$ cat src/rtl/linefill_rsp_packer_if.sv
// linefill_rsp_packer_if: context command, downstream response, packed linefill
// and error signals between the packer and its neighbours.
interface linefill_rsp_packer_if #(
    parameter int RSP_ID_WIDTH  = 4,
    parameter int DB_ID_WIDTH   = 3,
    parameter int ROB_ID_WIDTH  = 6,
    parameter int DS_DATA_WIDTH = 512,
    parameter int LF_DATA_WIDTH = 1024
);
    logic                     cmd_vld;
    logic                     cmd_rdy;
    logic [RSP_ID_WIDTH-1:0]  cmd_rsp_id;
    logic [DB_ID_WIDTH-1:0]   cmd_db_entry_id;
    logic [ROB_ID_WIDTH-1:0]  cmd_rob_entry_id;
    logic                     rsp_vld;
    logic                     rsp_rdy;
    logic [RSP_ID_WIDTH-1:0]  rsp_id;
    logic [DS_DATA_WIDTH-1:0] rsp_data;
    logic                     rsp_last;
    logic                     lf_vld;
    logic                     lf_rdy;
    logic [LF_DATA_WIDTH-1:0] lf_data;
    logic [DB_ID_WIDTH-1:0]   lf_db_entry_id;
    logic [ROB_ID_WIDTH-1:0]  lf_rob_entry_id;
    logic                     lf_last;
    logic                     err_vld;
    logic [1:0]               err_code;

    modport slave (
        input  cmd_vld, cmd_rsp_id, cmd_db_entry_id, cmd_rob_entry_id,
        input  rsp_vld, rsp_id, rsp_data, rsp_last, lf_rdy,
        output cmd_rdy, rsp_rdy, lf_vld, lf_data, lf_db_entry_id, lf_rob_entry_id,
        output lf_last, err_vld, err_code
    );

    modport master (
        output cmd_vld, cmd_rsp_id, cmd_db_entry_id, cmd_rob_entry_id,
        output rsp_vld, rsp_id, rsp_data, rsp_last, lf_rdy,
        input  cmd_rdy, rsp_rdy, lf_vld, lf_data, lf_db_entry_id, lf_rob_entry_id,
        input  lf_last, err_vld, err_code
    );
endinterface

$ cat src/rtl/linefill_rsp_packer.sv
// linefill_rsp_packer: matches 512-bit downstream beats to registered linefill
// contexts by response ID and packs beat pairs into the 1024-bit linefill stream.
module linefill_rsp_packer #(
    parameter int RSP_ID_WIDTH  = 4,
    parameter int DB_ID_WIDTH   = 3,
    parameter int ROB_ID_WIDTH  = 6,
    parameter int DS_DATA_WIDTH = 512,
    parameter int LF_DATA_WIDTH = 1024
) (
    input logic                clk,
    input logic                rst,
    linefill_rsp_packer_if.slave io
);
    localparam int NCTX = 2 ** RSP_ID_WIDTH;

    typedef enum logic [1:0] {IDLE, LO, HI} state_t;

    state_t                                  state_q, state_d;
    logic [NCTX-1:0]                         ctx_vld_q, ctx_vld_d;
    logic [NCTX-1:0][DB_ID_WIDTH-1:0]        ctx_db_q, ctx_db_d;
    logic [NCTX-1:0][ROB_ID_WIDTH-1:0]       ctx_rob_q, ctx_rob_d;
    logic [RSP_ID_WIDTH-1:0]                 cur_id_q, cur_id_d;
    logic [2:0]                              ds_cnt_q, ds_cnt_d;
    logic [DS_DATA_WIDTH-1:0]                lo_buf_q, lo_buf_d;
    logic                                    lf_vld_q, lf_vld_d;
    logic [LF_DATA_WIDTH-1:0]                lf_data_q, lf_data_d;
    logic [DB_ID_WIDTH-1:0]                  lf_db_q, lf_db_d;
    logic [ROB_ID_WIDTH-1:0]                 lf_rob_q, lf_rob_d;
    logic                                    lf_last_q, lf_last_d;
    logic [RSP_ID_WIDTH-1:0]                 lf_id_q, lf_id_d;
    logic                                    err_vld_q, err_vld_d;
    logic [1:0]                              err_code_q, err_code_d;

    logic cmd_hs, rsp_hs, lf_hs, id_bad, line_end;

    assign io.cmd_rdy         = !ctx_vld_q[io.cmd_rsp_id];
    // In HI the output register may only be overwritten once its beat has left.
    assign io.rsp_rdy         = (state_q != HI) || !lf_vld_q || io.lf_rdy;
    assign io.lf_vld          = lf_vld_q;
    assign io.lf_data         = lf_data_q;
    assign io.lf_db_entry_id  = lf_db_q;
    assign io.lf_rob_entry_id = lf_rob_q;
    assign io.lf_last         = lf_last_q;
    assign io.err_vld         = err_vld_q;
    assign io.err_code        = err_code_q;

    assign cmd_hs   = io.cmd_vld && io.cmd_rdy;
    assign rsp_hs   = io.rsp_vld && io.rsp_rdy;
    assign lf_hs    = lf_vld_q && io.lf_rdy;
    assign id_bad   = (state_q == IDLE) ? !ctx_vld_q[io.rsp_id] : (io.rsp_id != cur_id_q);
    assign line_end = ds_cnt_q == 3'd7;

    always_comb begin
        state_d    = state_q;
        ctx_vld_d  = ctx_vld_q;
        ctx_db_d   = ctx_db_q;
        ctx_rob_d  = ctx_rob_q;
        cur_id_d   = cur_id_q;
        ds_cnt_d   = ds_cnt_q;
        lo_buf_d   = lo_buf_q;
        lf_vld_d   = lf_vld_q && !io.lf_rdy;
        lf_data_d  = lf_data_q;
        lf_db_d    = lf_db_q;
        lf_rob_d   = lf_rob_q;
        lf_last_d  = lf_last_q;
        lf_id_d    = lf_id_q;
        err_vld_d  = 1'b0;
        err_code_d = 2'd0;
        // The context stays live until its final packed beat is taken by the buffer.
        if (lf_hs && lf_last_q)
            ctx_vld_d[lf_id_q] = 1'b0;
        if (cmd_hs) begin
            ctx_vld_d[io.cmd_rsp_id] = 1'b1;
            ctx_db_d[io.cmd_rsp_id]  = io.cmd_db_entry_id;
            ctx_rob_d[io.cmd_rsp_id] = io.cmd_rob_entry_id;
        end
        if (rsp_hs) begin
            if (id_bad) begin
                err_vld_d  = 1'b1;
                err_code_d = (state_q == IDLE) ? 2'd1 : 2'd2;
            end else begin
                err_vld_d  = io.rsp_last != line_end;
                err_code_d = err_vld_d ? 2'd3 : 2'd0;
                ds_cnt_d   = ds_cnt_q + 3'd1;
                if (state_q == HI) begin
                    lf_vld_d  = 1'b1;
                    lf_data_d = {io.rsp_data, lo_buf_q};
                    lf_db_d   = ctx_db_q[cur_id_q];
                    lf_rob_d  = ctx_rob_q[cur_id_q];
                    lf_last_d = line_end;
                    lf_id_d   = cur_id_q;
                    state_d   = line_end ? IDLE : LO;
                end else begin
                    lo_buf_d = io.rsp_data;
                    cur_id_d = io.rsp_id;
                    state_d  = HI;
                end
            end
        end
    end

    always_ff @(posedge clk or posedge rst) begin
        if (rst) begin
            state_q    <= IDLE;
            ctx_vld_q  <= '0;
            ctx_db_q   <= '0;
            ctx_rob_q  <= '0;
            cur_id_q   <= '0;
            ds_cnt_q   <= '0;
            lo_buf_q   <= '0;
            lf_vld_q   <= 1'b0;
            lf_data_q  <= '0;
            lf_db_q    <= '0;
            lf_rob_q   <= '0;
            lf_last_q  <= 1'b0;
            lf_id_q    <= '0;
            err_vld_q  <= 1'b0;
            err_code_q <= 2'd0;
        end else begin
            state_q    <= state_d;
            ctx_vld_q  <= ctx_vld_d;
            ctx_db_q   <= ctx_db_d;
            ctx_rob_q  <= ctx_rob_d;
            cur_id_q   <= cur_id_d;
            ds_cnt_q   <= ds_cnt_d;
            lo_buf_q   <= lo_buf_d;
            lf_vld_q   <= lf_vld_d;
            lf_data_q  <= lf_data_d;
            lf_db_q    <= lf_db_d;
            lf_rob_q   <= lf_rob_d;
            lf_last_q  <= lf_last_d;
            lf_id_q    <= lf_id_d;
            err_vld_q  <= err_vld_d;
            err_code_q <= err_code_d;
        end
    end
endmodule

$ cat src/flat_wrapper.sv
// flat-port wrapper written by rule: the top's interface ports become plain ports
module linefill_rsp_packer_flat 
#(
    parameter int RSP_ID_WIDTH  = 4,
    parameter int DB_ID_WIDTH   = 3,
    parameter int ROB_ID_WIDTH  = 6,
    parameter int DS_DATA_WIDTH = 512,
    parameter int LF_DATA_WIDTH = 1024
)
  (clk, rst, io_cmd_vld, io_cmd_rsp_id, io_cmd_db_entry_id, io_cmd_rob_entry_id, io_rsp_vld, io_rsp_id, io_rsp_data, io_rsp_last, io_lf_rdy, io_cmd_rdy, io_rsp_rdy, io_lf_vld, io_lf_data, io_lf_db_entry_id, io_lf_rob_entry_id, io_lf_last, io_err_vld, io_err_code);
  linefill_rsp_packer_if #(.RSP_ID_WIDTH(RSP_ID_WIDTH), .DB_ID_WIDTH(DB_ID_WIDTH), .ROB_ID_WIDTH(ROB_ID_WIDTH), .DS_DATA_WIDTH(DS_DATA_WIDTH), .LF_DATA_WIDTH(LF_DATA_WIDTH)) io_i ();
  input logic clk;
  input logic rst;
  input wire logic [$bits(io_i.cmd_vld)-1:0] io_cmd_vld;
  input wire logic [$bits(io_i.cmd_rsp_id)-1:0] io_cmd_rsp_id;
  input wire logic [$bits(io_i.cmd_db_entry_id)-1:0] io_cmd_db_entry_id;
  input wire logic [$bits(io_i.cmd_rob_entry_id)-1:0] io_cmd_rob_entry_id;
  input wire logic [$bits(io_i.rsp_vld)-1:0] io_rsp_vld;
  input wire logic [$bits(io_i.rsp_id)-1:0] io_rsp_id;
  input wire logic [$bits(io_i.rsp_data)-1:0] io_rsp_data;
  input wire logic [$bits(io_i.rsp_last)-1:0] io_rsp_last;
  input wire logic [$bits(io_i.lf_rdy)-1:0] io_lf_rdy;
  output wire logic [$bits(io_i.cmd_rdy)-1:0] io_cmd_rdy;
  output wire logic [$bits(io_i.rsp_rdy)-1:0] io_rsp_rdy;
  output wire logic [$bits(io_i.lf_vld)-1:0] io_lf_vld;
  output wire logic [$bits(io_i.lf_data)-1:0] io_lf_data;
  output wire logic [$bits(io_i.lf_db_entry_id)-1:0] io_lf_db_entry_id;
  output wire logic [$bits(io_i.lf_rob_entry_id)-1:0] io_lf_rob_entry_id;
  output wire logic [$bits(io_i.lf_last)-1:0] io_lf_last;
  output wire logic [$bits(io_i.err_vld)-1:0] io_err_vld;
  output wire logic [$bits(io_i.err_code)-1:0] io_err_code;
  assign io_i.cmd_vld = io_cmd_vld;
  assign io_i.cmd_rsp_id = io_cmd_rsp_id;
  assign io_i.cmd_db_entry_id = io_cmd_db_entry_id;
  assign io_i.cmd_rob_entry_id = io_cmd_rob_entry_id;
  assign io_i.rsp_vld = io_rsp_vld;
  assign io_i.rsp_id = io_rsp_id;
  assign io_i.rsp_data = io_rsp_data;
  assign io_i.rsp_last = io_rsp_last;
  assign io_i.lf_rdy = io_lf_rdy;
  assign io_cmd_rdy = io_i.cmd_rdy;
  assign io_rsp_rdy = io_i.rsp_rdy;
  assign io_lf_vld = io_i.lf_vld;
  assign io_lf_data = io_i.lf_data;
  assign io_lf_db_entry_id = io_i.lf_db_entry_id;
  assign io_lf_rob_entry_id = io_i.lf_rob_entry_id;
  assign io_lf_last = io_i.lf_last;
  assign io_err_vld = io_i.err_vld;
  assign io_err_code = io_i.err_code;
  linefill_rsp_packer #(.RSP_ID_WIDTH(RSP_ID_WIDTH), .DB_ID_WIDTH(DB_ID_WIDTH), .ROB_ID_WIDTH(ROB_ID_WIDTH), .DS_DATA_WIDTH(DS_DATA_WIDTH), .LF_DATA_WIDTH(LF_DATA_WIDTH)) u_core (.clk(clk), .rst(rst), .io(io_i));
endmodule
$ cat config.mk
export PLATFORM = sky130hd
export DESIGN_NAME = linefill_rsp_packer_flat
export DESIGN_NICKNAME = d
export VERILOG_FILES = /design/src/rtl/linefill_rsp_packer_if.sv /design/src/rtl/linefill_rsp_packer.sv /design/src/flat_wrapper.sv
export SDC_FILE = /design/constraint.sdc
export NUM_CORES = 2
export LEC_CHECK = 0
export CAP_MARGIN = 5
export CORE_AREA = 2 2 607 609
export DETAILED_ROUTE_END_ITERATION = 10
export DIE_AREA = 0 0 609 611
export PLACE_DENSITY = 0.48
export SYNTH_ARGS = -nofsm -noshare
export SYNTH_HDL_FRONTEND = slang
export SYNTH_SLANG_ARGS = --single-unit
export TNS_END_PERCENT = 10
$ cat constraint.sdc
create_clock -name clk -period 182.4 [get_ports clk]
set_input_delay 36.48 -clock clk [delete_from_list [all_inputs] [get_ports clk]]
set_output_delay 36.48 -clock clk [all_outputs]
set_load 0.01 [all_outputs]
# Word-level counts from Yosys, hierarchy flattened
# Index checks and enable logic that the tools add are counted.
[word_totals]
reg_bits = 1723
inputBits = 535
output_inout_bits = 1040
elab_cells = 111
[classes]
add_sub_neg = 1
magnitude_cmp = 6
eq_ne = 5
muxes = 32
bitwise_logic = 5
n_reduce_logical = 17
[ops]
columns = ["operator", "n"]
rows = [
  ["$bwmux 96", 1],
  ["$bwmux 48", 1],
  ["$mux 16", 2],
  ["$bmux 6 s4", 1],
  ["$demux 6 s4", 1],
  ["$lt 4x5->1 const B", 4],
  ["$and 16x16->16", 1],
  ["$not 16->16", 1],
  ["$or 16x16->16", 1],
  ["$bmux 3 s4", 1],
  ["$demux 3 s4", 1],
  ["$mux 6", 2],
  ["$mux 1", 11],
  ["$mux 2", 5],
  ["$bmux 1 s4", 2],
  ["$demux 1 s4", 2],
  ["$ge 4x1->1 const B", 2],
  ["$logic_and 1x1->1", 7],
  ["$mux 3", 2],
  ["$reduce_and 3->1", 2],
  ["$logic_not 1->1", 4],
  ["$ne 4x4->1", 1],
  ["$add 3x1->3 const B", 1],
  ["$eq 3x3->1 const B", 1],
  ["7 further kinds", 9],
]

# Longest topological paths before layout
[depth]
depth_word = 9
depth_mapped = 9
ltp_nobuf = 6

# Worst setup path after synthesis
# OpenSTA, ideal clock, no wires.
[synth_path]
kind = "input to output"
startpoint = "input port io_cmd_rsp_id[0]"
endpoint = "output port io_cmd_rdy"
arrival_ns = 37.738
required_time_ns = 145.920
path_slack_ns = 108.182
path_stages = 4
path_cell_list = "buf_2 mux4_2 mux4_2 inv_1"
[synth_via]
elab_chain_len = 3
[synth_rtl]
columns = ["element", "line_no", "source"]
rows = [
  ["start: declaration", "flat_wrapper.sv:15", "input wire logic [$bits(io_i.cmd_rsp_id)-1:0] io_cmd_rsp_id;"],
  ["$bmux 1 s4", "linefill_rsp_packer.sv:36", "assign io.cmd_rdy = !ctx_vld_q[io.cmd_rsp_id];"],
  ["$mux 1 (not written as such)", "linefill_rsp_packer.sv:36", ""],
  ["$logic_not 1->1", "linefill_rsp_packer.sv:36", ""],
  ["end: declaration", "flat_wrapper.sv:23", "output wire logic [$bits(io_i.cmd_rdy)-1:0] io_cmd_rdy;"],
]
# No other way between the ends. The select of a mux whose other input is x is not followed.

# Worst setup path in the final report
# Ends and elaborated chain as after synthesis.

==> run_results.csv <==
group,metric,value,unit
worst_setup_path,cp_cell_sequence,"clkdlybuf4s50_1, mux4_2, mux4_2, inv_1, clkdlybuf4s50_1",
final_layout,layout-drive-gt1-share,38.0,%
clock_tree,clkTransAtPathRegs,0.06,ns
die,die_h,611,um
final_layout,layout.nets,5996,
synthesis,synth_enable_flop_cells,0,
clock_tree,cts_root_buffer,"sky130_fd_sc_hd__clkbuf_16",
route,detailedRoute.firstIterationViolations,2008,
placed_design,globalplace.congestion,0.868,
worst_setup_path,timing.critical_path.max_delay_family,"buffers and inverters",
status,outcome,"finished clean",
global_routing,global_route_wire_length_before_repair,370000,um
timing,rsz0062_at_grt,"no",
worst_setup_path,worstSetupStartpointType,"primary input",
clock_tree,cts_hold_repair.buffers,0,
synthesis,postSynthCellCount,3828,
final_layout,final_core_utilization,26.2,%
final_layout,final_cells,10500,
synthesis,synth-async-reset-ratio,100,%
clock_tree,clk_sinks,1723,
route,finalWirelength,272000,um
clock_tree,cts_max_level,4,
die,row_count,222,
die,core_area,365000,um2
route,viasPerCell,3.84,
route,final_antenna_net_count,0,
synthesis,synth.top_cells.by_count,"sky130_fd_sc_hd__dfrtp_1, sky130_fd_sc_hd__mux2_2, sky130_fd_sc_hd__mux2_4",
synthesis,synth_ff_type,"sky130_fd_sc_hd__dfrtp_1",
worst_setup_path,critical_path.reg2reg.endpoint,"u_core.io.lf_data[571]",
synthesis,yosys.area.top_type,"sky130_fd_sc_hd__dfrtp_1",
die,initial_utilization,18.6,%
timing,post-route-period-util,41.3,%
worst_setup_path,critPathSlowestCell,"sky130_fd_sc_hd__clkdlybuf4s50_1",
die,dieWidth,609,um
die,design.die.area,372000,um2
timing,tns,0,ns
worst_setup_path,endpoint,"io_cmd_rdy",
timing,fin_worst_hold_slack,0.482,ns
worst_setup_path,timing.rr.start,"u_core.cur_id_q[0]",
synthesis,synth_seq_cells,1723,
worst_hold_path,min-delay-path-class,"register to register",
worst_setup_path,worst-endpoint-arrival,38.92,ns
clock_tree,cts-buffers-inserted,207,
worst_setup_path,worst_ep_required_time,145.92,ns
synthesis,top_cells_by_area_synth,"sky130_fd_sc_hd__dfrtp_1, sky130_fd_sc_hd__mux2_2, sky130_fd_sc_hd__mux2_4",
synthesis,synth.most_common_cell,"sky130_fd_sc_hd__dfrtp_1",
clock_tree,postCtsSetupRepairBufs,0,
route,drt_first_pass_iters,5,
synthesis,average_cell_area_after_synthesis,17.8,um2
timing,finalWorstPathRequiredPeriod,75.40,ns
worst_setup_path,critical_path.max_stage_delay,0.71,ns
flow_run,cap_viol_max_count,0,
synthesis,synth_top_area_share,63.4,%
final_layout,layout-area-overhead-vs-synth,40.5,%
timing,finalHoldViolCount,0,
global_routing,global_route.overflow_total,0,
synthesis,yosys_warnings,0,
placed_design,post_dp_cell_area,88400,um2
clock_tree,ctsLongestPathBuffers,4,
worst_setup_path,critical_path_maximum_fanout,8,
power_and_ir_drop,leak_pwr,41.0,nW
worst_setup_path,critPathCaptureType,"primary output",
placed_design,place_hpwl,213000,um
route,vias,40300,
global_routing,initial_antenna_violation_count,135,
worst_setup_path,critical_path_cell_count,5,
worst_setup_path,r2r_cells,11,
synthesis,mappedNetlistNets,4365,
clock_tree,post_cts_resize_count,0,
placed_design,portBuffers,1574,
global_routing,total_routing_resource_utilization_after_global_routing,14.1,%
die,floorplan.io_pins,1575,
timing,finalClockSkew,0.0617,ns
global_routing,vias_in_the_first_global_route,42500,
global_routing,pin_count_of_the_biggest_net_entering_global_routing,168,
synthesis,sequential_element_share_of_the_synthesized_area,63.4,%
clock_tree,cts_tree,"built",
timing,setup-violations-final,0,
worst_setup_path,reg2reg_slack,175.10,ns
synthesis,synth.lib_cells_used.distinct,52,
power_and_ir_drop,power.ir.vdd_worst,9.63,uV
placed_design,instance_count_after_placement_with_tap_cells_included,10100,
final_layout,fin_area,95500,um2
clock_tree,clk_latency_worst_skew_pair,0.87,ns
power_and_ir_drop,power_density,18.2,nW/um2
timing,slew_violations,0,
timing,timing.max_slew.rel_slack,14.0,%
worst_setup_path,crit_type,"primary input to primary output",
route,wl_per_cell,26.0,um
route,drc_errors,0,
timing,worst-slew-pin-transition,1.29,ns
timing,achievable-frequency,13.3,MHz
synthesis,syn-cell-area,68000,um2
worst_setup_path,critical_path.startpoint,"io_cmd_rsp_id[0]",
worst_setup_path,worstPathBufferInverterCount,3,
worst reg2reg max path, cell delays in order (launching register included):
cell and delay (ns):
sky130_fd_sc_hd__dfrtp_4 0.97, sky130_fd_sc_hd__xnor2_1 0.21, sky130_fd_sc_hd__nor2b_1 0.25, sky130_fd_sc_hd__nand4_1 0.26, sky130_fd_sc_hd__nor2_4 0.54, sky130_fd_sc_hd__buf_4 0.68
sky130_fd_sc_hd__buf_4 0.65, sky130_fd_sc_hd__buf_4 0.66, sky130_fd_sc_hd__buf_4 0.70, sky130_fd_sc_hd__buf_4 0.85, sky130_fd_sc_hd__buf_4 0.91, sky130_fd_sc_hd__mux2_2 0.48
registers in the layout (all words and copies together) (netlist names):
| register | cells |
|---|---|
| u_core.io.err_vld | 1 |
| u_core.io.lf_data | 1024 |
| u_core.ctx_vld_q | 16 |
| u_core.lo_buf_q | 512 |
| u_core.ctx_db_q | 48 |
| u_core.io.lf_rob_entry_id | 6 |
| u_core.io.lf_last | 1 |
| u_core.io.lf_vld | 1 |
| u_core.ctx_rob_q | 96 |
| u_core.cur_id_q | 4 |
| u_core.io.err_code | 2 |
| u_core.ds_cnt_q | 3 |
| u_core.state_q | 2 |
| u_core.io.lf_db_entry_id | 3 |
| u_core.lf_id_q | 4 |
metrics by stage:
stage | power [mW] | setup slack [ns]
final | 1.74 | 107.00
after global routing | 1.82 | 106.92
after CTS | 1.76 | 106.97
after detailed placement | 1.32 | 107.00
after global placement | 1.31 | 106.99
after floorplan | 0.964 | 97.28
routing by layer:
metal	track usage [%]	part of all wire (%)	vias to the layer above
li1	-	-	17000
met1	16.4	39	21300
met2	24.7	50	1446
met3	4.17	7.5	467
met4	4.62	3.4	38
met5	0	0.086	-
cells by family after synthesis:
kind of cell,count (synthesis),synth area share (%)
flip-flops,1723,63.4
XOR/XNOR,6,0.0773
buffers and inverters,209,2.81
multiplexers,1748,32.1
AO/OA/AOI/OAI,63,0.593
adder cells (fa/ha/maj),2,0.0368
AND/OR/NAND/NOR,77,0.939
report_power, final:
group          internal (mW)  leakage (nW)  switching (mW)
Combinational          0.386          15.9           0.254
Clock                  0.254          3.46           0.172
Sequential             0.563          21.7           0.109
Total                   1.20          41.0           0.535
area by class of cell:
class                   count  area [um2]
diodes                     41         103
clock buffers             305        6170
clock inverters            72         902
fillers                 37400      269000
inverters                   4        22.5
multi-input cells        1896       23000
flip-flops and latches   1723       43100
well taps                4816        6030
repair buffers           1627       16200
worst min path at each step:
| stage | start | to | slack (ns) | depth (start not counted) |
|---|---|---|---|---|
| 3_5_place_dp | u_core.ctx_db_q[39] | u_core.ctx_db_q[39] | 0.47 | 1 |
| 5_1_grt | u_core.lo_buf_q[24] | u_core.io.lf_data[24] | 0.51 | 1 |
| 2_1_floorplan | u_core.ctx_db_q[39] | u_core.ctx_db_q[39] | 0.45 | 1 |
| 6_report | u_core.ctx_rob_q[90] | u_core.ctx_rob_q[90] | 0.48 | 1 |
| 3_3_place_gp | u_core.ctx_rob_q[92] | u_core.ctx_rob_q[92] | 0.46 | 1 |
| 4_1_cts | u_core.lo_buf_q[348] | u_core.io.lf_data[348] | 0.47 | 1 |
cells in the final DEF (no fill, tap or decap), drive strengths merged, types with 3 or more instances in the layout:
cell	count
nand2b	7
nand3	5
bufinv	14
o21ai	32
nand3b	5
clkdlybuf4s50	1574
clkbuf	305
mux4	41
buf	53
diode	41
nor2	23
dfrtp	1723
inv	10
or3b	4
nor2b	4
a22oi	18
nand2	16
mux2	1705
or2	3
clkinvlp	13
xnor2	3
clkinv	39
xor2	3
Note: power is estimated with default switching activity, not from simulation.
